$ cat config.mk
export PLATFORM = sky130hd
export DESIGN_NAME = z_accumulator
export DESIGN_NICKNAME = d
export VERILOG_FILES = /design/src/rtl/z_accumulator_pkg.sv /design/src/rtl/z_fifo.sv /design/src/rtl/z_accumulator.sv
export SDC_FILE = /design/constraint.sdc
export NUM_CORES = 1
export LEC_CHECK = 0
export ABC_AREA = 1
export CAP_MARGIN = 20
export CORE_AREA = 10 10 141 143
export DETAILED_ROUTE_END_ITERATION = 8
export DIE_AREA = 0 0 151 153
export SYNTH_ARGS = -nofsm -noshare
export SYNTH_HDL_FRONTEND = slang
export SYNTH_HIERARCHICAL = 1
export SYNTH_SLANG_ARGS = --single-unit
$ cat constraint.sdc
create_clock -name clock -period 3.9 [get_ports clock]
set_input_delay 0.78 -clock clock [delete_from_list [all_inputs] [get_ports clock]]
set_output_delay 0.78 -clock clock [all_outputs]
set_load 0.005 [all_outputs]
$ cat src/rtl/z_accumulator_pkg.sv
// Shared widths, saturation limit and FSM state type for the z_accumulator block.
package z_accumulator_pkg;

  localparam int SAMPLE_W = 16;
  localparam int SUM_W    = 20;
  localparam int OCC_W    = 5;

  localparam logic [SUM_W-1:0] SAT_MAX = 20'h0FFFF;

  typedef enum logic {
    ACCUM,
    EMIT
  } state_e;

  function automatic logic [SUM_W-1:0] clamp_sum(input logic [SUM_W-1:0] s);
    return (s > SAT_MAX) ? SAT_MAX : s;
  endfunction

endpackage

$ cat src/rtl/z_fifo.sv
// Synchronous FIFO with power-of-two depth, wrapping pointers and an entry count.
module z_fifo
  import z_accumulator_pkg::*;
#(
  parameter int DEPTH = 4,
  parameter int WIDTH = SAMPLE_W
) (
  input  logic             clock,
  input  logic             reset,
  input  logic             push,
  input  logic [WIDTH-1:0] push_data,
  input  logic             pop,
  output logic [WIDTH-1:0] pop_data,
  output logic             full,
  output logic             empty,
  output logic [OCC_W-1:0] count
);

  localparam int PTR_W = (DEPTH > 1) ? $clog2(DEPTH) : 1;

  logic [WIDTH-1:0] mem_q [DEPTH];
  logic [WIDTH-1:0] mem_d [DEPTH];
  logic [PTR_W-1:0] wr_ptr_q, wr_ptr_d;
  logic [PTR_W-1:0] rd_ptr_q, rd_ptr_d;
  logic [OCC_W-1:0] count_q, count_d;
  logic             do_push;
  logic             do_pop;

  assign full     = (count_q == OCC_W'(DEPTH));
  assign empty    = (count_q == '0);
  assign do_push  = push && !full;
  assign do_pop   = pop && !empty;
  assign pop_data = mem_q[rd_ptr_q];
  assign count    = count_q;

  // Pointers wrap naturally because DEPTH is a power of two.
  always_comb begin
    mem_d    = mem_q;
    wr_ptr_d = wr_ptr_q;
    rd_ptr_d = rd_ptr_q;
    count_d  = count_q;
    if (do_push) begin
      mem_d[wr_ptr_q] = push_data;
      wr_ptr_d        = wr_ptr_q + 1'b1;
    end
    if (do_pop) begin
      rd_ptr_d = rd_ptr_q + 1'b1;
    end
    case ({do_push, do_pop})
      2'b10:   count_d = count_q + 1'b1;
      2'b01:   count_d = count_q - 1'b1;
      default: count_d = count_q;
    endcase
  end

  always_ff @(posedge clock) begin
    if (reset) begin
      wr_ptr_q <= '0;
      rd_ptr_q <= '0;
      count_q  <= '0;
    end else begin
      wr_ptr_q <= wr_ptr_d;
      rd_ptr_q <= rd_ptr_d;
      count_q  <= count_d;
    end
  end

  always_ff @(posedge clock) begin
    mem_q <= mem_d;
  end

endmodule

$ cat src/rtl/z_accumulator.sv
// Buffers io_z samples in a FIFO and emits the sum of every BLOCK samples.
// Define Z_ACCUMULATOR_SATURATE_EN to clamp emitted sums to SAT_MAX.
module z_accumulator
  import z_accumulator_pkg::*;
#(
  parameter int DEPTH = 4,
  parameter int BLOCK = 4
) (
  input  logic                clock,
  input  logic                reset,
  input  logic                io_in_valid,
  output logic                io_in_ready,
  input  logic [SAMPLE_W-1:0] io_in_bits,
  output logic                io_out_valid,
  input  logic                io_out_ready,
  output logic [SUM_W-1:0]    io_out_bits,
  output logic [OCC_W-1:0]    io_occupancy
);

  localparam int                CNT_W    = $clog2(BLOCK) + 1;
  localparam logic [CNT_W-1:0]  LAST_IDX = CNT_W'(BLOCK - 1);

  state_e              state_q, state_d;
  logic [SUM_W-1:0]    acc_q, acc_d;
  logic [SUM_W-1:0]    out_q, out_d;
  logic [CNT_W-1:0]    cnt_q, cnt_d;
  logic [SUM_W-1:0]    sum_next;
  logic [SUM_W-1:0]    sum_final;
  logic                fifo_push;
  logic                fifo_pop;
  logic                fifo_full;
  logic                fifo_empty;
  logic [SAMPLE_W-1:0] fifo_data;
  logic [OCC_W-1:0]    fifo_count;

  z_fifo #(
    .DEPTH (DEPTH),
    .WIDTH (SAMPLE_W)
  ) u_fifo (
    .clock     (clock),
    .reset     (reset),
    .push      (fifo_push),
    .push_data (io_in_bits),
    .pop       (fifo_pop),
    .pop_data  (fifo_data),
    .full      (fifo_full),
    .empty     (fifo_empty),
    .count     (fifo_count)
  );

  assign io_in_ready  = !fifo_full;
  assign fifo_push    = io_in_valid && io_in_ready;
  assign fifo_pop     = (state_q == ACCUM) && !fifo_empty;
  assign sum_next     = acc_q + SUM_W'(fifo_data);
  assign io_out_valid = (state_q == EMIT);
  assign io_out_bits  = out_q;
  assign io_occupancy = fifo_count;

`ifdef Z_ACCUMULATOR_SATURATE_EN
  assign sum_final = clamp_sum(sum_next);
`else
  assign sum_final = sum_next;
`endif

  // Accumulator is cleared on the way back into ACCUM, so a block's first pop loads directly.
  always_comb begin
    state_d = state_q;
    acc_d   = acc_q;
    out_d   = out_q;
    cnt_d   = cnt_q;
    case (state_q)
      ACCUM: begin
        if (fifo_pop) begin
          acc_d = sum_next;
          cnt_d = cnt_q + 1'b1;
          if (cnt_q == LAST_IDX) begin
            out_d   = sum_final;
            state_d = EMIT;
          end
        end
      end
      EMIT: begin
        if (io_out_ready) begin
          state_d = ACCUM;
          acc_d   = '0;
          cnt_d   = '0;
        end
      end
      default: state_d = ACCUM;
    endcase
  end

  always_ff @(posedge clock) begin
    if (reset) begin
      state_q <= ACCUM;
      acc_q   <= '0;
      out_q   <= '0;
      cnt_q   <= '0;
    end else begin
      state_q <= state_d;
      acc_q   <= acc_d;
      out_q   <= out_d;
      cnt_q   <= cnt_d;
    end
  end

endmodule
======== Word level (Yosys, flattened, before mapping) ========
Index checks and enable logic that the tools add are counted.
W data, S select, Z words.
word-level totals
  latch bits .............................. 0
  bits in read-only memories .............. 0
  register bits ........................... 117
  memories ................................ 0
  output and inout port bits .............. 27
  RAM bits ................................ 0
  input bits .............................. 20
  word-level logic and storage cells ...... 57
operators by class
  eq/ne operators ......................... 6
  shift-type cells ........................ 0
  add/sub/neg operators ................... 6
  magnitude comparators ................... 3
  reduce and logical (&&, ||, !) cells .... 11
  bitwise operators ....................... 3
  $mul .................................... 0
  muxes and demuxes ....................... 17
  divide/modulo/power cells ............... 0
operators with widths
  operator               count
  $bwmux W64             1
  $mux W16               3
  $mux W20               2
  $pmux W20 S2           1
  $bmux W16 S2           1
  $demux W16 S2          1
  $add A20 B16 Y20       1
  $pmux W5 S2            1
  $ge A3 B3 Y1 const B   2
  $mux W3                2
  $not A2 Y3             2
  $pmux W3 S2            1
  $add A5 B1 Y5 const B  1
  $eq A5 B3 Y1 const B   1
  $logic_and A1 B1 Y1    5
  $logic_not A5 Y1       1
  $sub A5 B1 Y5 const B  1
  $add A2 B1 Y2 const B  2
  $add A3 B1 Y3 const B  1
  $eq A3 B2 Y1 const B   1
  $lt A3 B1 Y1 const B   1
  $mux W1                3
  $reduce_and A3 Y1      1
  $eq A2 B1 Y1 const B   1
  other kinds (8)        9

======== Longest topological paths before layout ========
Gate-level depths: netlist (run 1).
  depth in word-level cells ............... 7
  mapped depth ............................ 19
  mapped depth without buffers ............ 17

======== Cells and area by module ========
Netlist (run 1), hierarchy kept.
by module, submodules not included
  module         sequential area each (µm²)  instances  cells an instance  area each (µm²)
  z_fifo         2102.0                      1          252                3085.5
  z_accumulator  880.8                       1          436                2785.2

======== Worst setup path after synthesis (run 1) ========
No wires, ideal clock.
  path type ............................... reg2reg
  start point ............................. register u_fifo.count_q[0] (netlist: u_fifo/count[0])
  end point ............................... register u_fifo.count_q[4] (netlist: u_fifo/count[4])
  stages on the path, launching flop included .. 15
  path buffers ............................ 1
  clock period less this slack ............ 2.452 ns
  data required time ...................... 3.791 ns
  data arrival time ....................... 2.344 ns
  setup slack ............................. 1.448 ns
  library setup time ...................... 0.109 ns
  cell sequence ........................... dfxtp_1 -> nor2_4 -> nand3_2 -> inv_1 -> nor2_4 -> buf_1 -> nand2_2 -> inv_1 -> ha_1 -> ha_1 -> or2_2 -> nand3_1 -> nand3_1 -> nand2_1 -> inv_1
on the way
  cells in the longest elaborated chain, start to end .. 6
  elaborated cells on any way between the ends .. 14
  those cells by class .................... add/sub: 2; eq/ne: 3; mux: 1; reduce/logical: 8
RTL lines
  item                                                      RTL line             source
  start: declaration                                        z_fifo.sv:25         logic [OCC_W-1:0] count_q, count_d;
  start signal: assignment                                  z_fifo.sv:64         count_q <= count_d;
  $logic_not A5 Y1 (*)                                      z_fifo.sv:30         assign empty = (count_q == '0);
  via fifo_empty                                            z_accumulator.sv:32  logic fifo_empty;
  $logic_not A1 Y1 (*)                                      z_accumulator.sv:53  assign fifo_pop = (state_q == ACCUM) && !fifo_empty;
  $logic_and A1 B1 Y1 (*)                                   z_accumulator.sv:53
  via fifo_pop                                              z_accumulator.sv:30  logic fifo_pop;
  $logic_and A1 B1 Y1 (*)                                   z_fifo.sv:32         assign do_pop = pop && !empty;
  via u_fifo.do_pop                                         z_fifo.sv:27         logic do_pop;
  $eq A2 B1 Y1 / $eq A2 B2 Y1 (equally long branches)       z_fifo.sv:49         case ({do_push, do_pop})
  $pmux W5 S2 / $reduce_bool A2 Y1 (equally long branches)  n/a
The timed path passes the listed nets; every way through them passes the cells marked *.
A chain may end at the register's enable or synchronous reset.

======== Worst setup path in the final report (run 1) ========
  start point ............................. register u_fifo.rd_ptr_q[0]
  end point ............................... register out_q[12] (netlist: io_out_bits[12])
on the way
  cells in the longest elaborated chain, start to end .. 5
RTL lines
  item                                         RTL line              source
  start: declaration                           z_fifo.sv:24          logic [PTR_W-1:0] rd_ptr_q, rd_ptr_d;
  start signal: assignment                     z_fifo.sv:63          rd_ptr_q <= rd_ptr_d;
  $not A2 Y3 (not written as such)             z_fifo.sv:33          assign pop_data = mem_q[rd_ptr_q];
  $bmux W16 S2                                 z_fifo.sv:33
  $mux W16 (not written as such) (2 in a row)  z_fifo.sv:33
  via fifo_data[1]                             z_accumulator.sv:33   logic [SAMPLE_W-1:0] fifo_data;
  $add A20 B16 Y20                             z_accumulator.sv:54   assign sum_next = acc_q + SUM_W'(fifo_data);
  end signal: assignment                       z_accumulator.sv:102  out_q <= out_d;
  end: declaration                             z_accumulator.sv:25   logic [SUM_W-1:0] out_q, out_d;
The timed path passes the listed nets, and every way through them passes these cells. The select of a mux whose other input is x is not followed.

==> key figures, run 1 <==
Timing
  – Post-route clock period utilization: 0.707
  – Count of endpoints failing setup in the final report: 0
  – Final hold violation count: 0
  – Worst slew pin tran: 0.458 ns
  – Max frequency: 363 MHz
  – Final clock skew: 0.0132 ns
  – Final-layout setup total negative slack: 0 ns
  – Final-report max-slew violation count: 0
  – Worst slew margin relative to its limit: 0.695
  – Final worst path period need: 2.76 ns
  – RSZ-0062 raised after global routing: no

Power and ir drop
  – Power density over the cells: 875 mW/mm^2
  – LEAKAGE: 3.07 nW
  – Worst ir drop on vdd: 0.438 mV

Run status
  – Run status: completed

Clock tree
  – CTS H-tree lvls: 4
  – TritonCTS buffer count: 17
  – Cells resized by post-CTS repair: 0
  – Clock latency on the worst-skew pair: 0.43 ns
  – Clock tree from TritonCTS: done
  – Hold_buf cts: 0
  – # Post-CTS Setup Buffers: 0
  – Number of buffers on the longest clock path: 2
  – Cell chosen for the clock root: sky130_fd_sc_hd__clkbuf_16
  – CTS sink cnt: 117
  – Clock transition at the registers of the reported paths: 0.06 ns

Logic synthesis
  – Number of distinct library cell variants in the gate-level netlist after synthesis: 41
  – Cells after Synth: 688
  – Multiplexer share of the synthesized area: 0
  – Simple logic cell fraction of the synthesized area: 0.223
  – Fraction of the mapped netlist area in compound gates: 0.111
  – Xor/xnor share of the synthesized area: 0.0149
  – Proportion of synthesized chip area in sequential cells: 0.508
  – Count of warnings emitted by yosys: 6
  – Area share of fa/ha/maj cells after synthesis: 0.0622
  – Post-synthesis cell area: 0.00587 sq mm
  – Net Count, Synth: 736
  – Flops & latches, synth: 117
  – Main combinational cell family by area after synthesis: simple AND/OR/NAND/NOR gates
  – Synthesized area divided by synthesized cell count: 8.53 sq um

Worst hold path
  – Class of the worst hold path: flip-flop to flip-flop
  – Critical hold path startpoint: cnt_q[0]

Critical path
  – Top fanout value on the critical path: 15
  – Critical-path cell list: buf_4 -> o21ai_0 -> o22ai_1 -> inv_1 -> fa_1 -> inv_1 -> nand3_1 -> nand3_1 -> nand3_1 -> nand2_1 -> nand2_1 -> nand3_1 -> nand2_1 -> o21ai_0 -> inv_1
  – CP delay by family, top: simple AND/OR/NAND/NOR gates
  – Type of origin of the critical path: flip-flop
  – Crit end category: flip-flop
  – Slowest stage cell, crit path: sky130_fd_sc_hd__dfxtp_1
  – Setup Crit Path Kind: flip-flop to flip-flop
  – Top cell by count, worst path: sky130_fd_sc_hd__nand3_1
  – Critical path data arrival time: 3.07 ns
  – Worst Path Required: 4.22 ns
  – Source of the worst register-to-register timing path: u_fifo/rd_ptr_q[0]
  – Buffers plus inverters on the worst setup path: 4
  – CP peak stage delay: 0.47 ns
  – Critical path launch point: u_fifo/rd_ptr_q[0]

Final layout
  – Net count of the finished layout: 790
  – Ant diodes: 0
  – Layout Cell Area excl Fill: 0.00711 sq mm
  – Number of fillers in the final layout: 1704
  – Layout Area Growth over Synthesis: 21.2%
  – Most common cell after layout, fill and taps aside: sky130_fd_sc_hd__nand2_1
  – Fraction of final layout cells with drive strength greater than 1: 0.0940
  – Highest-count cells in the layout ignoring fill and taps: 151 x sky130_fd_sc_hd__nand2_1, 90 x sky130_fd_sc_hd__nor2_1, 83 x sky130_fd_sc_hd__inv_1, 64 x sky130_fd_sc_hd__edfxtp_1, 53 x sky130_fd_sc_hd__dfxtp_1

Route
  – Number of DRC violations after detailed routing: 0
  – Initial DRC Count: 328
  – Routed via count: 4563
  – DRT Pass-1 Iters: 4
  – Routed wirelength normalized by instance count: 13.5 um
  – Final Routed Wirelength: 13300 um
  – Number of routed nets with antenna violations: 0
  – Detail-routed via count per cell: 4.66

Global route
  – Pin count of the biggest net entering global routing: 34
  – First-pass GRT wire length: 22000 um
  – Initial antenna violation count: 0
  – Via count of the first global-routing pass: 4384
  – Overall track demand over capacity in global routing: 0.120
  – Leftover overflow at the end of global routing: 0

Floorplan
  – Die height: 153 um
  – Initial standard-cell utilization of the core: 0.344
  – Site Rows: 48
  – CORE AREA: 0.0171 sq mm
  – I/O pin count: 47
  – Die extent in x: 151 um
  – Area enclosed by the die boundary: 0.0231 sq mm

Place
  – Dpl cell area: 0.00655 sq mm
  – Count of buffers from port buffering: 46
  – Dpl hpwl: 9230 um
  – Routability cong.: 0.825

Run
  – Max Cap Violations: 0
-- per-layer routing --
| metal | part of all wire | track usage | vias to the layer above | routed length [um] |
|---|---|---|---|---|
| li1 | - | - | 2378 | - |
| met5 | 0 | 0 | - | 0 |
| met1 | 0.49 | 0.164 | 2066 | 6520 |
| met2 | 0.42 | 0.174 | 104 | 5630 |
| met3 | 0.070 | 0.0360 | 15 | 932 |
| met4 | 0.013 | 0.0422 | 0 | 173 |
-- worst paths after layout --
path / endpoint / slack [ns] / cells past startpoint
max: io_out_bits[12] / 1.14 / 15
min: cnt_q[0] / 0.46 / 1
max reg2reg: io_out_bits[12] / 1.14 / 15
min reg2reg: cnt_q[0] / 0.46 / 1
-- cell usage after synthesis --
master                     count  share of area
sky130_fd_sc_hd__a211oi_1      1         0.0013
sky130_fd_sc_hd__a21o_1        2         0.0026
sky130_fd_sc_hd__a21oi_1      42          0.036
sky130_fd_sc_hd__a21oi_2       3         0.0045
sky130_fd_sc_hd__and2_1        1         0.0011
sky130_fd_sc_hd__and2_2        1         0.0013
sky130_fd_sc_hd__buf_1         3         0.0019
sky130_fd_sc_hd__buf_2         6         0.0051
sky130_fd_sc_hd__buf_4         3         0.0038
sky130_fd_sc_hd__buf_6         5         0.0096
sky130_fd_sc_hd__clkbuf_1      4         0.0026
sky130_fd_sc_hd__clkbuf_4      1         0.0013
sky130_fd_sc_hd__clkinv_2      1        0.00085
sky130_fd_sc_hd__dfxtp_1      53           0.18
sky130_fd_sc_hd__edfxtp_1     64           0.33
sky130_fd_sc_hd__fa_1          2         0.0068
sky130_fd_sc_hd__ha_1         26          0.055
sky130_fd_sc_hd__inv_1        83          0.053
sky130_fd_sc_hd__inv_2         2         0.0013
sky130_fd_sc_hd__inv_4         1         0.0011
sky130_fd_sc_hd__nand2_1     151          0.097
sky130_fd_sc_hd__nand2_2       7         0.0075
sky130_fd_sc_hd__nand2_4       1         0.0019
sky130_fd_sc_hd__nand3_1      30          0.026
sky130_fd_sc_hd__nand3_2       3         0.0051
sky130_fd_sc_hd__nand3_4       1         0.0030
sky130_fd_sc_hd__nand3b_1      5         0.0064
sky130_fd_sc_hd__nand4_1       2         0.0021
sky130_fd_sc_hd__nor2_1       90          0.058
sky130_fd_sc_hd__nor2_2        3         0.0032
sky130_fd_sc_hd__nor2_4        4         0.0077
sky130_fd_sc_hd__nor4_1        2         0.0021
sky130_fd_sc_hd__o211ai_1      1         0.0013
sky130_fd_sc_hd__o21ai_0      49          0.042
sky130_fd_sc_hd__o21ai_1       4         0.0034
sky130_fd_sc_hd__o21bai_1      1         0.0013
sky130_fd_sc_hd__o22ai_1      18          0.019
sky130_fd_sc_hd__or2_1         1         0.0011
sky130_fd_sc_hd__or2_2         1         0.0011
sky130_fd_sc_hd__xnor2_1       3         0.0045
sky130_fd_sc_hd__xor2_1        7          0.010
-- registers in the layout (all words and copies together), names as in the netlist --
signal           count
io_out_valid         1
u_fifo/wr_ptr_q      2
acc_q               20
cnt_q                3
u_fifo/rd_ptr_q      2
u_fifo/mem_q        64
u_fifo/count         5
io_out_bits         20
-- power by group --
part	switching, mW	internal (mW)
Clock	0.578	0.894
Combinational	1.99	1.09
Sequential	0.139	1.54
Total	2.71	3.52
-- cell families (layout without fill, tap and decap cells) --
kind of cell	count (synthesis)	in the layout
flops	117	117
compound gates	121	121
simple gates	303	303
fa+ha+maj	28	28
buf+inv	109	176
xor+xnor	10	10
-- final cells by class --
| class | count | area [sq um] | share of cell area |
|---|---|---|---|
| Inverter | 87 | 330 | 0.0464 |
| Clock buffer | 18 | 439 | 0.0617 |
| Multi-Input combinational cell | 462 | 2410 | 0.339 |
| Tap cell | 225 | 282 | 0.0396 |
| Sequential cell | 117 | 2980 | 0.419 |
| Timing Repair Buffer | 57 | 538 | 0.0756 |
| Clock inverter | 14 | 128 | 0.0179 |
-- metrics by stage --
| stage | util | power (mW) | hold slack [ns] | setup WS (ns) | cells |
|---|---|---|---|---|---|
| floorplan | - | 3.95 | 0.432 | 1.45 | 688 |
| global placement | 0.384 | 4.75 | 0.455 | 1.01 | 948 |
| global route | 0.417 | 6.79 | 0.492 | 0.792 | 980 |
| CTS | 0.417 | 6.26 | 0.470 | 1.11 | 980 |
| detailed placement | 0.384 | 4.76 | 0.461 | 0.982 | 948 |
| finish | 0.417 | 6.23 | 0.464 | 1.14 | 980 |
No activity file was read; power rests on OpenSTA's default activity.
==> run 2: changes to the inputs <==
==> constraint.sdc (replaced) <==
create_clock -name clock -period 2.8 [get_ports clock]
set_input_delay 0.56 -clock clock [delete_from_list [all_inputs] [get_ports clock]]
set_output_delay 0.56 -clock clock [all_outputs]
set_load 0.005 [all_outputs]
==> key figures, run 2 (synthesis gave the netlist of run 1 again) <==
Run status
  – Run status: completed

Global route
  – Pin count of the biggest net entering global routing: 27
  – First-pass GRT wire length: 21800 um
  – Initial antenna violation count: 0
  – Leftover overflow at the end of global routing: 0
  – Overall track demand over capacity in global routing: 0.119
  – Via count of the first global-routing pass: 4241

Worst hold path
  – Worst hold stages: 1
  – Class of the worst hold path: flip-flop to flip-flop

Final layout
  – Post-layout util: 0.422
  – Most common cell after layout, fill and taps aside: sky130_fd_sc_hd__nand2_1
  – Highest-count cells in the layout ignoring fill and taps: 151 x sky130_fd_sc_hd__nand2_1, 90 x sky130_fd_sc_hd__nor2_1, 83 x sky130_fd_sc_hd__inv_1, 64 x sky130_fd_sc_hd__edfxtp_1, 51 x sky130_fd_sc_hd__dfxtp_1
  – Fraction of final layout cells with drive strength greater than 1: 0.101
  – Number of fillers in the final layout: 1741
  – Layout Area Growth over Synthesis: 22.7%
  – Net count of the finished layout: 794
  – Most flop-heavy register: u_fifo/mem_q
  – Number of flip-flops in the largest register: 64
  – Ant diodes: 0
  – Final cell count without fillers: 984

Route
  – Detail-routed via count per cell: 4.64
  – Initial DRC Count: 273
  – DRT Pass-1 Iters: 4
  – Routed wirelength normalized by instance count: 13.6 um
  – Final Routed Wirelength: 13400 um
  – Routed via count: 4565
  – Number of routed nets with antenna violations: 0
  – Number of DRC violations after detailed routing: 0

Clock tree
  – Cell chosen for the clock root: sky130_fd_sc_hd__clkbuf_16
  – CTS sink cnt: 117
  – # Post-CTS Setup Buffers: 0
  – Hold_buf cts: 0
  – Clock tree from TritonCTS: done
  – CTS H-tree lvls: 4
  – TritonCTS buffer count: 17
  – Clock transition at the registers of the reported paths: 0.06 ns
  – Clock latency on the worst-skew pair: 0.42 ns
  – Number of buffers on the longest clock path: 2

Critical path
  – Type of origin of the critical path: flip-flop
  – Number of stages on the worst setup path: 16
  – Critical-path cell list: inv_4 -> nor2_1 -> o22ai_1 -> ha_1 -> inv_1 -> fa_1 -> inv_1 -> nand3_1 -> nand3_1 -> nand3_1 -> nand2_1 -> nand2_1 -> nand3_1 -> nand2_1 -> o21ai_0 -> inv_1
  – CP peak stage delay: 0.40 ns
  – Reg2reg path depth: 16
  – Setup Crit Path Kind: flip-flop to flip-flop
  – CP delay by family, top: simple AND/OR/NAND/NOR gates
  – Worst Path Required: 3.11 ns
  – Crit end category: flip-flop
  – Slowest stage cell, crit path: sky130_fd_sc_hd__fa_1
  – Buffers plus inverters on the worst setup path: 4
  – Top cell by count, worst path: sky130_fd_sc_hd__nand3_1
  – Critical path data arrival time: 2.84 ns
  – Top fanout value on the critical path: 12

Floorplan
  – Area enclosed by the die boundary: 0.0231 sq mm
  – CORE AREA: 0.0171 sq mm
  – Die height: 153 um
  – Initial standard-cell utilization of the core: 0.344
  – Site Rows: 48
  – I/O pin count: 47
  – Die extent in x: 151 um

Place
  – Dpl hpwl: 9430 um
  – Instance count after placement with tap cells included: 952
  – Count of buffers from port buffering: 46
  – Routability cong.: 0.856

Run
  – Max Cap Violations: 0

Timing
  – RSZ-0062 raised after global routing: no
  – Final clock skew: 0.0123 ns
  – Final-report max-slew violation count: 0
  – Final-layout setup total negative slack: 0 ns
  – Final worst path period need: 2.53 ns
  – Worst slew pin tran: 0.530 ns
  – Max frequency: 395 MHz
  – Final hold violation count: 0
  – Count of endpoints failing setup in the final report: 0
  – Post-route clock period utilization: 0.905
  – Worst slew margin relative to its limit: 0.646

Power and ir drop
  – Design Power: 8.88 mW
  – Power density over the cells: 1230 mW/mm^2
  – LEAKAGE: 3.11 nW
  – Worst ir drop on vdd: 0.569 mV
## run 2: through the flow
step           instance area (sq um)  setup slack (ns)  hold WS, ns
2_1_floorplan                   5870             0.348        0.432
3_3_place_gp                    6590            0.0964        0.452
3_5_place_dp                    6590            0.0935        0.455
4_1_cts                         7190            0.0666        0.462
5_1_grt                         7200          0.000975        0.476
6_report                        7200             0.266        0.466
## run 2: worst paths after layout
kind / slack, ns / startpoint / end
max: 0.27 / u_fifo/rd_ptr_q[0] / io_out_bits[16]
min: 0.47 / cnt_q[0] / cnt_q[0]
min reg2reg: 0.47 / cnt_q[0] / cnt_q[0]
max reg2reg: 0.27 / u_fifo/rd_ptr_q[0] / io_out_bits[16]
## run 2: worst reg2reg max path, cell delays in order, from the launching register on
cell and delay (ns):
sky130_fd_sc_hd__dfxtp_2 0.38, sky130_fd_sc_hd__inv_4 0.15, sky130_fd_sc_hd__nor2_1 0.06, sky130_fd_sc_hd__o22ai_1 0.22, sky130_fd_sc_hd__ha_1 0.22, sky130_fd_sc_hd__inv_1 0.06, sky130_fd_sc_hd__fa_1 0.40, sky130_fd_sc_hd__inv_1 0.11
sky130_fd_sc_hd__nand3_1 0.07, sky130_fd_sc_hd__nand3_1 0.11, sky130_fd_sc_hd__nand3_1 0.08, sky130_fd_sc_hd__nand2_1 0.12, sky130_fd_sc_hd__nand2_1 0.11, sky130_fd_sc_hd__nand3_1 0.09, sky130_fd_sc_hd__nand2_1 0.07, sky130_fd_sc_hd__o21ai_0 0.14
sky130_fd_sc_hd__inv_1 0.05
## run 2: repair_timing
action                                  in CTS  in global routing
gates resized for setup                      0                  6
endpoints found under the setup margin       0                 21
endpoints found under the hold margin        0                  0
## run 2: final cells by class
class | count | area (sq um) | area share
well taps | 225 | 282 | 0.0391
repair buffers | 61 | 584 | 0.0811
clock buffers | 18 | 429 | 0.0596
flip-flops and latches | 117 | 2990 | 0.414
multi-input cells | 462 | 2420 | 0.336
inverters | 87 | 332 | 0.0460
clock inverters | 14 | 175 | 0.0243
## run 2: metal layers
layer  GRT usage  share of wire  vias to the layer above
li1            -              -                     2385
met1       0.164           0.51                     2089
met2       0.173           0.43                       77
met3      0.0363          0.049                       14
met4      0.0408          0.012                        0
met5           0              0                        -
## run 2: power by group
part	switching, mW	total [mW]	internal [mW]
Clock	0.803	2.21	1.40
Combinational	2.76	4.33	1.57
Sequential	0.197	2.34	2.14
